## src/rtl/pipe_skid_buffer_pkg.sv

```systemverilog
// Shared pipeline types for the two-entry skid stage.
package pipe_skid_buffer_pkg;

  // Encoding doubles as the occupancy count.
  typedef enum logic [1:0] {
    EMPTY = 2'd0,
    BUSY  = 2'd1,
    FULL  = 2'd2
  } skid_state_t;

endpackage

```

## src/rtl/pipe_skid_buffer.sv

```systemverilog
// Two-entry registered valid/ready stage; in_ready is decoded from state only,
// so there is no combinational path from out_ready back to in_ready.
module pipe_skid_buffer
  import pipe_skid_buffer_pkg::*;
#(
  parameter int WIDTH = 32
) (
  input  logic             clk,
  input  logic             rst,
  input  logic             flush,
  input  logic             in_valid,
  output logic             in_ready,
  input  logic [WIDTH-1:0] in_data,
  output logic             out_valid,
  input  logic             out_ready,
  output logic [WIDTH-1:0] out_data,
  output logic [1:0]       occupancy
);

  skid_state_t      state_q, state_d;
  logic [WIDTH-1:0] main_q, skid_q;
  logic             in_fire, out_fire;
  logic             load_main, load_skid, main_from_skid;

  assign out_valid = (state_q != EMPTY);
  assign in_ready  = (state_q != FULL);
  assign occupancy = 2'(state_q);
  assign out_data  = main_q;

  assign in_fire  = in_valid & in_ready;
  assign out_fire = out_valid & out_ready;

  always_comb begin
    state_d        = state_q;
    load_main      = 1'b0;
    load_skid      = 1'b0;
    main_from_skid = 1'b0;
    case (state_q)
      EMPTY: begin
        if (in_fire) begin
          state_d   = BUSY;
          load_main = 1'b1;
        end
      end
      BUSY: begin
        if (in_fire && out_fire) begin
          load_main = 1'b1;
        end else if (in_fire) begin
          state_d   = FULL;
          load_skid = 1'b1;
        end else if (out_fire) begin
          state_d = EMPTY;
        end
      end
      FULL: begin
        if (out_fire) begin
          state_d        = BUSY;
          load_main      = 1'b1;
          main_from_skid = 1'b1;
        end
      end
      default: state_d = EMPTY;
    endcase
    // Flush wins over any handshake and leaves the data registers untouched.
    if (flush) begin
      state_d   = EMPTY;
      load_main = 1'b0;
      load_skid = 1'b0;
    end
  end

  always_ff @(posedge clk or posedge rst) begin
    if (rst) begin
      state_q <= EMPTY;
      main_q  <= '0;
      skid_q  <= '0;
    end else begin
      state_q <= state_d;
      if (load_main) main_q <= main_from_skid ? skid_q : in_data;
      if (load_skid) skid_q <= in_data;
    end
  end

endmodule

```

## config.mk

```make
export PLATFORM = sky130hd
export DESIGN_NAME = pipe_skid_buffer
export DESIGN_NICKNAME = d
export VERILOG_FILES = /design/src/rtl/pipe_skid_buffer_pkg.sv /design/src/rtl/pipe_skid_buffer.sv
export SDC_FILE = /design/constraint.sdc
export NUM_CORES = 1
export LEC_CHECK = 0
export CORE_ASPECT_RATIO = 0.8
export CORE_MARGIN = 2
export CORE_UTILIZATION = 45
export CTS_BUF_LIST = sky130_fd_sc_hd__clkbuf_2
export CTS_CLUSTER_SIZE = 40
export DETAILED_ROUTE_END_ITERATION = 16
export PLACE_DENSITY = 0.71
export SLEW_MARGIN = 0
export SYNTH_ARGS = -nofsm -noshare
export SYNTH_HDL_FRONTEND = slang
export SYNTH_SLANG_ARGS = --single-unit
export TNS_END_PERCENT = 20
```

## constraint.sdc

```tcl
create_clock -name clk -period 2.5 [get_ports clk]
set_clock_uncertainty 0.2 [all_clocks]
set_input_delay 0.375 -clock clk [delete_from_list [all_inputs] [get_ports clk]]
set_output_delay 0.375 -clock clk [all_outputs]
set_load 0.005 [all_outputs]
```

==> flow_summary.html <==
<table>
<tr><th>Metric</th><th>Value</th></tr>
<tr><th colspan="2">Detailed routing</th></tr>
<tr><td>Total vias in the final route</td><td>1801</td></tr>
<tr><td>Starting DRC count in detailed routing</td><td>52</td></tr>
<tr><td>Detailed-router iteration count before antenna repair</td><td>4</td></tr>
<tr><td>Detail-routed net length per standard cell</td><td>approximately 16 um</td></tr>
<tr><td>Antenna Nets Post-Route</td><td>0</td></tr>
<tr><td>Total Routed Length</td><td>5587 um</td></tr>
<tr><td>Via/cell ratio</td><td>5.017</td></tr>
<tr><td># DRC</td><td>0</td></tr>
<tr><th colspan="2">Place</th></tr>
<tr><td>Total placed instance area</td><td>roughly 3800 sq um</td></tr>
<tr><td>Half-perimeter wire length of the detailed placement result</td><td>3807 um</td></tr>
<tr><td>Count of port buffers added during placement</td><td>72</td></tr>
<tr><td>Global placer's final weighted congestion</td><td>0.7429</td></tr>
<tr><th colspan="2">Floorplan</th></tr>
<tr><td>Starting utilization of the core area</td><td>0.4639</td></tr>
<tr><td>CORE AREA</td><td>6344 sq um</td></tr>
<tr><td>Die Wd</td><td>94.41 um</td></tr>
<tr><td>Die height</td><td>around 76 um</td></tr>
<tr><td>Row cnt</td><td>26</td></tr>
<tr><td>Area of the die</td><td>about 7200 sq um</td></tr>
<tr><td>Number of placed I/O pins</td><td>73</td></tr>
<tr><th colspan="2">Layout</th></tr>
<tr><td>Total inserted antenna cells</td><td>0</td></tr>
<tr><td>NumNets Final</td><td>308</td></tr>
<tr><td>Post-route cell area</td><td>3908 sq um</td></tr>
<tr><td>Share of post-route cells with drive strength above 1</td><td>0.4473</td></tr>
<tr><td>Area growth, synth to finish</td><td>32.78%</td></tr>
<tr><td>Total of fill cells in the finished design</td><td>531</td></tr>
<tr><th colspan="2">Pwr</th></tr>
<tr><td>Sequential power share</td><td>0.538</td></tr>
<tr><td>Portion of total power attributed to combinational logic</td><td>0.251</td></tr>
<tr><td>Relative contribution of the clock network to total power</td><td>0.211</td></tr>
<tr><td>Leak pwr</td><td>1.654 nW</td></tr>
<tr><td>Pwr dens</td><td>690.7 nW/um^2</td></tr>
<tr><td>Worst IR Drop VDD</td><td>0.0003684 V</td></tr>
<tr><td>Fraction of power spent switching nets</td><td>0.2494</td></tr>
<tr><td>Net switching power of the design</td><td>0.6730 mW</td></tr>
<tr><td>Internal power</td><td>2.026 mW</td></tr>
<tr><th colspan="2">Yosys</th></tr>
<tr><td>Mean area per synthesized cell</td><td>15.65 sq um</td></tr>
<tr><td>Mapped Nets</td><td>225</td></tr>
<tr><td>Post-synth design cell area</td><td>between 2000 and 3000 sq um</td></tr>
<tr><td>Commonest register cell after synthesis</td><td>sky130_fd_sc_hd__dfrtp_1</td></tr>
<tr><td>Number of synthesized register bits</td><td>66</td></tr>
<tr><td>Synthesized-area fraction occupied by and/or/nand/nor cells</td><td>0.02381</td></tr>
<tr><td>Top-area cell type share of the netlist area</td><td>0.5612</td></tr>
<tr><td>Cells taking the most area after synthesis</td><td>sky130_fd_sc_hd__dfrtp_1, sky130_fd_sc_hd__mux2_2, sky130_fd_sc_hd__buf_6</td></tr>
<tr><td>Number of warning messages in the yosys log</td><td>0</td></tr>
<tr><td>Most common library cells after synthesis</td><td>sky130_fd_sc_hd__mux2_2, sky130_fd_sc_hd__dfrtp_1, sky130_fd_sc_hd__buf_6, sky130_fd_sc_hd__buf_2</td></tr>
<tr><td>Cell variety after synth</td><td>19</td></tr>
<tr><td>Biggest area consumer among synthesized cells</td><td>sky130_fd_sc_hd__dfrtp_1</td></tr>
<tr><td>Dominant combinational cell family by area after synthesis</td><td>multiplexers</td></tr>
<tr><td>Share of async-settable or async-resettable flops after synthesis</td><td>1.000</td></tr>
<tr><td>Xor-xnor portion of the synthesized cell area</td><td>0</td></tr>
<tr><td>Proportion of synthesized chip area in sequential cells</td><td>0.5612</td></tr>
<tr><td>Post-Synth Adder-Cell Area</td><td>0</td></tr>
<tr><td>Count of flip-flops with a built-in enable after synthesis</td><td>0</td></tr>
<tr><td>Dominant cell by count in the synthesized netlist</td><td>sky130_fd_sc_hd__mux2_2</td></tr>
<tr><td>Fraction of the mapped netlist area in compound gates</td><td>0.01488</td></tr>
<tr><td>Synth Instances</td><td>188</td></tr>
<tr><td>Proportion of synthesized area in mux cells</td><td>0.3707</td></tr>
<tr><th colspan="2">Clock tree</th></tr>
<tr><td>CTS max path bufs</td><td>2</td></tr>
<tr><td>Setup Fix Bufs, Post-CTS</td><td>0</td></tr>
<tr><td>Cts-stage hold buffer count</td><td>1</td></tr>
<tr><td>TritonCTS clock tree</td><td>built</td></tr>
<tr><td>Post-cts sizing count</td><td>0</td></tr>
<tr><td>Number of buffers created by CTS</td><td>9</td></tr>
<tr><td>Number of clock sinks seen by CTS</td><td>66</td></tr>
<tr><td>Max H-tree Level</td><td>3</td></tr>
<tr><td>Clock-pin transition on the worst setup and hold timing paths</td><td>about 150 ps</td></tr>
<tr><td>Clk Latency, worst-skew pair</td><td>470 ps</td></tr>
<tr><td>Root buffer selected by CTS</td><td>sky130_fd_sc_hd__clkbuf_2</td></tr>
<tr><th colspan="2">Setup path</th></tr>
<tr><td>CP Launch Type</td><td>flop</td></tr>
<tr><td>Capture point of the critical path</td><td>out_valid</td></tr>
<tr><td>Sequence of cells on the critical path</td><td>or2_2, clkdlybuf4s50_1</td></tr>
<tr><td>Largest incremental delay on the critical path</td><td>510 ps</td></tr>
<tr><td>Startpoint of the lowest-slack register-to-register path</td><td>occupancy[0]$_DFFE_PP0P_</td></tr>
<tr><td>Capturing element type of the critical path</td><td>output port</td></tr>
<tr><td>Cell with the biggest individual delay on the critical path</td><td>sky130_fd_sc_hd__dfrtp_1</td></tr>
<tr><td>Beginning of the critical path</td><td>occupancy[0]$_DFFE_PP0P_</td></tr>
<tr><td>Data required time at the worst endpoint</td><td>1920 ps</td></tr>
<tr><td>Worst reg2reg setup slack</td><td>550 ps</td></tr>
<tr><td>Endpoint of the worst register-to-register path</td><td>out_data[13]$_DFFE_PP0P_</td></tr>
<tr><td>Largest fanout of any net on the critical path</td><td>9</td></tr>
<tr><td>Worst r2r path cells</td><td>4</td></tr>
<tr><td>Kind of critical path</td><td>reg -&gt; out</td></tr>
<tr><td>Arr. time, crit path</td><td>1740 ps</td></tr>
<tr><th colspan="2">Global routing</th></tr>
<tr><td>Antenna violations before repair</td><td>0</td></tr>
<tr><td>Wire length of the first global-routing pass</td><td>roughly 9000 um</td></tr>
<tr><td>Maximum number of pins on one net before global-route repair</td><td>37</td></tr>
<tr><td>Via count of the first global-routing pass</td><td>1828</td></tr>
<tr><td>Final global-route overflow total</td><td>0</td></tr>
<tr><td>Aggregate global-route resource usage</td><td>0.1672</td></tr>
<tr><th colspan="2">STA</th></tr>
<tr><td>Setup repair after global routing missed its margin</td><td>false</td></tr>
<tr><td>Final setup fails</td><td>0</td></tr>
<tr><td>Slew at the pin closest to its max-slew limit</td><td>537.8 ps</td></tr>
<tr><td>Total count of hold-check failures in the final report</td><td>0</td></tr>
<tr><td>Relative slew slack</td><td>0.6410</td></tr>
<tr><td>Max-slew violation count</td><td>0</td></tr>
<tr><td>Top achievable clock speed</td><td>roughly 0.43 GHz</td></tr>
<tr><td>Fraction of the cycle the final worst path needs</td><td>0.9266</td></tr>
<tr><td>Setup TNS</td><td>0 ps</td></tr>
<tr><td>Post-layout minimum cycle time</td><td>2317 ps</td></tr>
<tr><th colspan="2">Run</th></tr>
<tr><td>Max_cap viols</td><td>0</td></tr>
<tr><th colspan="2">Min path</th></tr>
<tr><td>Number of cells on the worst hold path</td><td>1</td></tr>
<tr><td>Class of the worst hold path</td><td>reg -&gt; reg</td></tr>
<tr><th colspan="2">Outcome</th></tr>
<tr><td>Outcome</td><td>completed</td></tr>
</table>
[stage by stage]
stage | utilization | setup WS, ps | cells | power, mW | hold WS, ps
3_3_place_gp | 0.5992 | 230.2 | 343 | 2.137 | 283.3
3_5_place_dp | 0.5992 | 156.7 | 343 | 2.162 | 289.7
4_1_cts | 0.6160 | 126.5 | 359 | 2.743 | 268.5
6_report | 0.6160 | 183.4 | 359 | 2.699 | 321.8
5_1_grt | 0.6160 | 60.62 | 359 | 2.873 | 254.2
2_1_floorplan | - | 270.2 | 188 | 1.782 | 275.3
[how the worst min path moves through the flow]
stage               slack [ps]                endpoint              startpoint
CTS                        270  skid_q[24]$_DFFE_PP0P_             in_data[24]
floorplan                  280   skid_q[4]$_DFFE_PP0P_   skid_q[4]$_DFFE_PP0P_
finish                     320  skid_q[14]$_DFFE_PP0P_  skid_q[14]$_DFFE_PP0P_
global route               250  skid_q[28]$_DFFE_PP0P_             in_data[28]
detailed placement         290  skid_q[14]$_DFFE_PP0P_  skid_q[14]$_DFFE_PP0P_
global placement           280  skid_q[28]$_DFFE_PP0P_  skid_q[28]$_DFFE_PP0P_
[layer usage]
metal / up-vias / share of wire / track usage
met1: 892 / 0.45 / 0.2219
met3: 5 / 0.082 / 0.08309
met2: 52 / 0.46 / 0.2514
li1: 852 / - / -
met4: 0 / 0.0048 / 0.03043
met5: - / 0 / 0
[final cells by class]
type	instances	area [sq um]	share of cell area
multi-input cells	112	1210	0.3096
clock inverters	5	46.29	0.01185
clock buffers	10	50.05	0.01281
repair buffers	81	840.8	0.2152
well taps	84	105.1	0.02690
flip-flops and latches	66	1652	0.4227
inverters	1	3.754	0.0009606
[logic make-up after synthesis]
logic type	count (synthesis)
multiplexers	97
flip-flops	66
AND/OR/NAND/NOR	11
buffers and inverters	10
AO/OA/AOI/OAI	4
[layout by cell type (no fill, tap or decap)]
cell type                         count
sky130_fd_sc_hd__buf_12               4
sky130_fd_sc_hd__a21boi_0             1
sky130_fd_sc_hd__or3b_2               1
sky130_fd_sc_hd__or2_2                1
sky130_fd_sc_hd__nand3b_2             1
sky130_fd_sc_hd__clkdlybuf4s50_1     72
sky130_fd_sc_hd__clkinv_2             1
sky130_fd_sc_hd__a21oi_1              1
sky130_fd_sc_hd__bufinv_16            1
sky130_fd_sc_hd__mux2_2              96
sky130_fd_sc_hd__buf_4                4
sky130_fd_sc_hd__nor2_1               2
sky130_fd_sc_hd__nand4bb_1            1
sky130_fd_sc_hd__nand2b_1             1
sky130_fd_sc_hd__clkinv_1             3
sky130_fd_sc_hd__clkbuf_2            10
sky130_fd_sc_hd__mux2i_1              1
sky130_fd_sc_hd__dlygate4sd3_1        1
sky130_fd_sc_hd__nand3_2              1
sky130_fd_sc_hd__nand2_1              2
sky130_fd_sc_hd__nor2b_1              1
sky130_fd_sc_hd__inv_2                1
sky130_fd_sc_hd__dfrtp_1             66
sky130_fd_sc_hd__o21ba_2              1
sky130_fd_sc_hd__o31ai_4              1
[sequential cells by signal, summed over array words and instances, names as in the netlist]
signal / cells
skid_q: 32
occupancy: 2
out_data: 32
[power groups by stage]
stage          registers (mW)  logic (mW)  clock network (mW)
5_1_grt                  1.49       0.735               0.650
6_report                 1.45       0.678               0.569
3_3_place_gp             1.47       0.668                   0
4_1_cts                  1.45       0.691               0.598
2_1_floorplan            1.46       0.327                   0
3_5_place_dp             1.47       0.688                   0
[critical path, delay by kind of cell, from the launching register on]
kind | cells | cell delay (ps)
flip-flops | 1 | 510
buffers and inverters | 1 | 440
AND/OR/NAND/NOR | 1 | 330
(Power assumes the default switching activity.)
==> edit 1, RTL diff (same flow settings) <==
Change the parameter `WIDTH` from 32 to 16.
--- a/src/rtl/pipe_skid_buffer.sv
+++ b/src/rtl/pipe_skid_buffer.sv
@@ -3,7 +3,7 @@
 module pipe_skid_buffer
   import pipe_skid_buffer_pkg::*;
 #(
-  parameter int WIDTH = 32
+  parameter int WIDTH = 16
 ) (
   input  logic             clk,
   input  logic             rst,
Ports: changed (resized in_data and out_data); port bits go from 73 to 41. The function was not compared with the original's and may differ.
==> edit 1 against the original RTL <==
- synthesized area fell by 45%
- sequential cell count fell by 32
- wire length fell by 50%
- total power fell by 50%
- cell area fell by 46%
- clock power fell by 58%
- setup slack improved by 0.0058 ns
- global-route usage fell by 1.4 points
- critical path type is now reg2reg
==> edit 1: results <==
set metrics [dict create \
    status "completed" \
    clock_path_buffers 2 \
    place_congestion 0.781 \
    via_count 974 \
    worstPathArrival_ns 2.36 \
    syn_nets 124 \
    p_leak_uw 0.000922 \
    final_max_slew_viol_count 0 \
    placed_area_um2 2060 \
    min_path_type "in2async" \
    fin_cells 191 \
    clock_tree.root_cell "clkbuf_2" \
    critPathMaxStageDelay_ns 0.85 \
    synth_cell_types 20 \
    final_core_util 0.613 \
    preCtsSetupSlack_ns -0.195 \
    cts-resized-gates 0 \
    port_buffers 40 \
    htree_levels 2 \
    detail_route.wl_per_cell_um 14.7 \
    clk_latency_ns 0.35 \
    nets 170 \
    crit_family "compound AO/OA/AOI/OAI gates" \
    ys_seq_area_frac 0.529 \
    synthTopCellsByCount "38 x mux2_2, 34 x dfrtp_1, 10 x mux2_4" \
    path_clk_slew_ns 0.15 \
    grt_pass1_wl_mm 4.77 \
    first_global_vias 994 \
    final_layout_size_suffix_gt1_frac 0.436 \
    diodes 0 \
    grt_max_degree 35 \
    dp.cells 184 \
    grtUsageTotal 0.154 \
    drtPass1Iterations 4 \
    drtIter0Drc 37 \
    cts_setup_buffers 0 \
    ys_warn_count 0 \
    post-dp-hpwl_mm 1.95 \
    worstMarginPinSlew_ns 1.04 \
    synthArstFlopShare 1.00 \
    slowest_stage "o31ai_4" \
    cts_made_buffers 5 \
    ir_worst_vdd_v 0.000314 \
    n_fill_cell 271 \
    synth_cells 103 \
    critPathMaxFanout 16 \
    antenna_found_initial 0 \
    synth_area_leaders "dfrtp_1 53%, mux2_2 27%, mux2_4 9.3%" \
]
[edit 1: cell types whose count changed in the layout (fill, tap and decap cells not counted), sizes merged, moves of 3 or more]
cell	change
mux2	-48
clkdlybuf4s50	-32
buf	-5
clkinv	-4
clkbuf	-3
dfrtp	-32
[edit 1: metal layers]
| layer | vias to the layer above | routed length [um] | GRT usage |
|---|---|---|---|
| li1 | 461 | - | - |
| met1 | 478 | 1310 | 0.218 |
| met2 | 28 | 1300 | 0.220 |
| met3 | 7 | 156 | 0.0512 |
| met4 | 0 | 44 | 0.0566 |
| met5 | - | 0 | 0 |
[edit 1: cells by family (layout without fill, tap and decap cells)]
group	Yosys count	count (layout)	share of synthesized area
multiplexers	49	49	0.365
flip-flops	34	34	0.529
AO/OA/AOI/OAI	4	4	0.0272
buffers and inverters	5	51	0.0241
AND/OR/NAND/NOR	11	11	0.0544
[edit 1: final timing paths]
| check | startpoint | end | slack (ns) | cells past startpoint |
|---|---|---|---|---|
| hold / removal | rst | out_data[4] | 0.18 | 3 |
| max in group asynchronous | rst | skid_q[3] | 1.62 | 3 |
| setup reg to reg | occupancy[1] | out_data[6] | 0.19 | 3 |
| min in group clk | skid_q[2] | skid_q[2] | 0.32 | 1 |
| setup / recovery | occupancy[1] | out_data[6] | 0.19 | 3 |
| hold reg to reg | skid_q[2] | skid_q[2] | 0.32 | 1 |
[edit 1: final cells by class]
type                    instances  area share
clock buffers                   7      0.0167
flip-flops and latches         34       0.406
repair buffers                 43       0.208
multi-input cells              64       0.343
inverters                       1     0.00179
well taps                      42      0.0251
[edit 1: where the power goes]
part | switching (uW) | leakage (uW) | internal (uW) | total (uW)
Combinational | 102 | 0.000482 | 269 | 371
Sequential | 67.7 | 0.000411 | 679 | 746
Clock | 165 | 0.0000291 | 73.0 | 238
==> edit 2, RTL diff (same flow settings) <==
Without the edit above. Make the reset (`rst`) synchronous in one clocked block.
--- a/src/rtl/pipe_skid_buffer.sv
+++ b/src/rtl/pipe_skid_buffer.sv
@@ -69,7 +69,7 @@
     end
   end
 
-  always_ff @(posedge clk or posedge rst) begin
+  always_ff @(posedge clk) begin
     if (rst) begin
       state_q <= EMPTY;
       main_q  <= '0;
Behaviour: differs if rst is asserted again (counterexample within 4 cycles, from zero or initial values and one cycle with rst high); with rst held inactive, the same outputs for 10 cycles.
==> edit 2 against the original RTL <==
- sequential cell count unchanged
- critical path type unchanged
- wire length up 50%
- cell area rose by 3.9%
- setup slack better by 0.017 ns
- largest power group unchanged
- via count rose by 61%
- synthesized area is 7.7% higher
- critical endpoint is now in_ready
- maximum frequency is 0.74% higher
- total power is 27% lower
- core utilization is 2.4 points lower
==> edit 2: results <==
set metrics [dict create \
    clock_tree.root_cell "clkbuf_2" \
    grtUsageTotal 0.218 \
    synth_area_leaders "dfxtp_1 42%, a311oi_1 13%, mux2i_1 10%" \
    place_congestion 0.755 \
    detail_route.wl_per_cell_um 17.8 \
    post-dp-hpwl_mm 5.49 \
    drtIter0Drc 193 \
    first_global_vias 2669 \
    timing.reg2reg.setup_slack_ns 0.63 \
    synthArstFlopShare 0 \
    worstMarginPinSlew_ns 0.564 \
    synthTopCellsByCount "66 x dfxtp_1, 47 x a311oi_1, 32 x a21oi_1, 32 x mux2i_1, 32 x nand3_1" \
    min_path_type "in2reg" \
    drtPass1Iterations 4 \
    critPathMaxFanout 11 \
    n_fill_cell 613 \
    path_clk_slew_ns 0.16 \
    ys_seq_area_frac 0.417 \
    via_count 2902 \
    p_leak_uw 0.00151 \
    ir_worst_vdd_v 0.000269 \
    syn_nets 360 \
    final_layout_size_suffix_gt1_frac 0.153 \
    synth_cell_types 27 \
    ys_warn_count 0 \
    grt_max_degree 67 \
    grt_pass1_wl_mm 13.6 \
    diodes 0 \
    nets 418 \
    status "completed" \
]
[edit 2: final cells by class]
type,count,area share
clock inverter,5,0.00555
clock buffer,10,0.0123
sequential,66,0.326
tap,87,0.0268
timing repair buffer,94,0.226
inverter,1,0.000925
multi-input combinational,209,0.403
[edit 2: where the power goes]
| group | switching, uW | internal, uW | total (uW) |
|---|---|---|---|
| sequential | 26.6 | 1100 | 1120 |
| clock | 359 | 119 | 477 |
| combinational | 177 | 202 | 380 |
| total | 563 | 1420 | 1980 |
[edit 2: layer usage]
metal / GRT usage / vias to the layer above / share of wire
li1: - / 1396 / -
met1: 0.290 / 1407 / 0.46
met2: 0.355 / 93 / 0.48
met3: 0.0687 / 6 / 0.053
met4: 0.0389 / 0 / 0.0073
met5: 0 / - / 0
[edit 2: worst paths after layout]
| path | end | cells past startpoint | from |
|---|---|---|---|
| worst max-delay path | in_ready | 2 | occupancy[0] |
| worst min-delay path | out_data[31] | 3 | rst |
| worst max register to register | out_data[23] | 3 | occupancy[1] |
| worst min register to register | skid_q[7] | 2 | skid_q[7] |
[edit 2: logic make-up after synthesis]
group | count (synthesis) | synth area share
mux | 32 | 0.101
buf+inv | 48 | 0.0778
simple gates | 44 | 0.0778
compound gates | 133 | 0.326
flops | 66 | 0.417
[edit 2: metrics by stage]
stage,area (um^2),power [uW],hold slack [ns],setup WS [ns],std cells
after floorplan,3170,1330,0.253,0.785,323
after global placement,3990,1520,0.259,0.306,457
after detailed placement,3990,1520,0.266,0.279,457
after CTS,4060,2000,0.107,0.160,472
after global routing,4060,2080,0.0917,0.0551,472
final,4060,1980,0.157,0.200,472
[edit 2: worst max-delay path, stage by stage, from the launching register on]
cell             delay [ns]
dfxtp_1                0.56
nand2b_1               0.19
clkdlybuf4s50_1        0.51
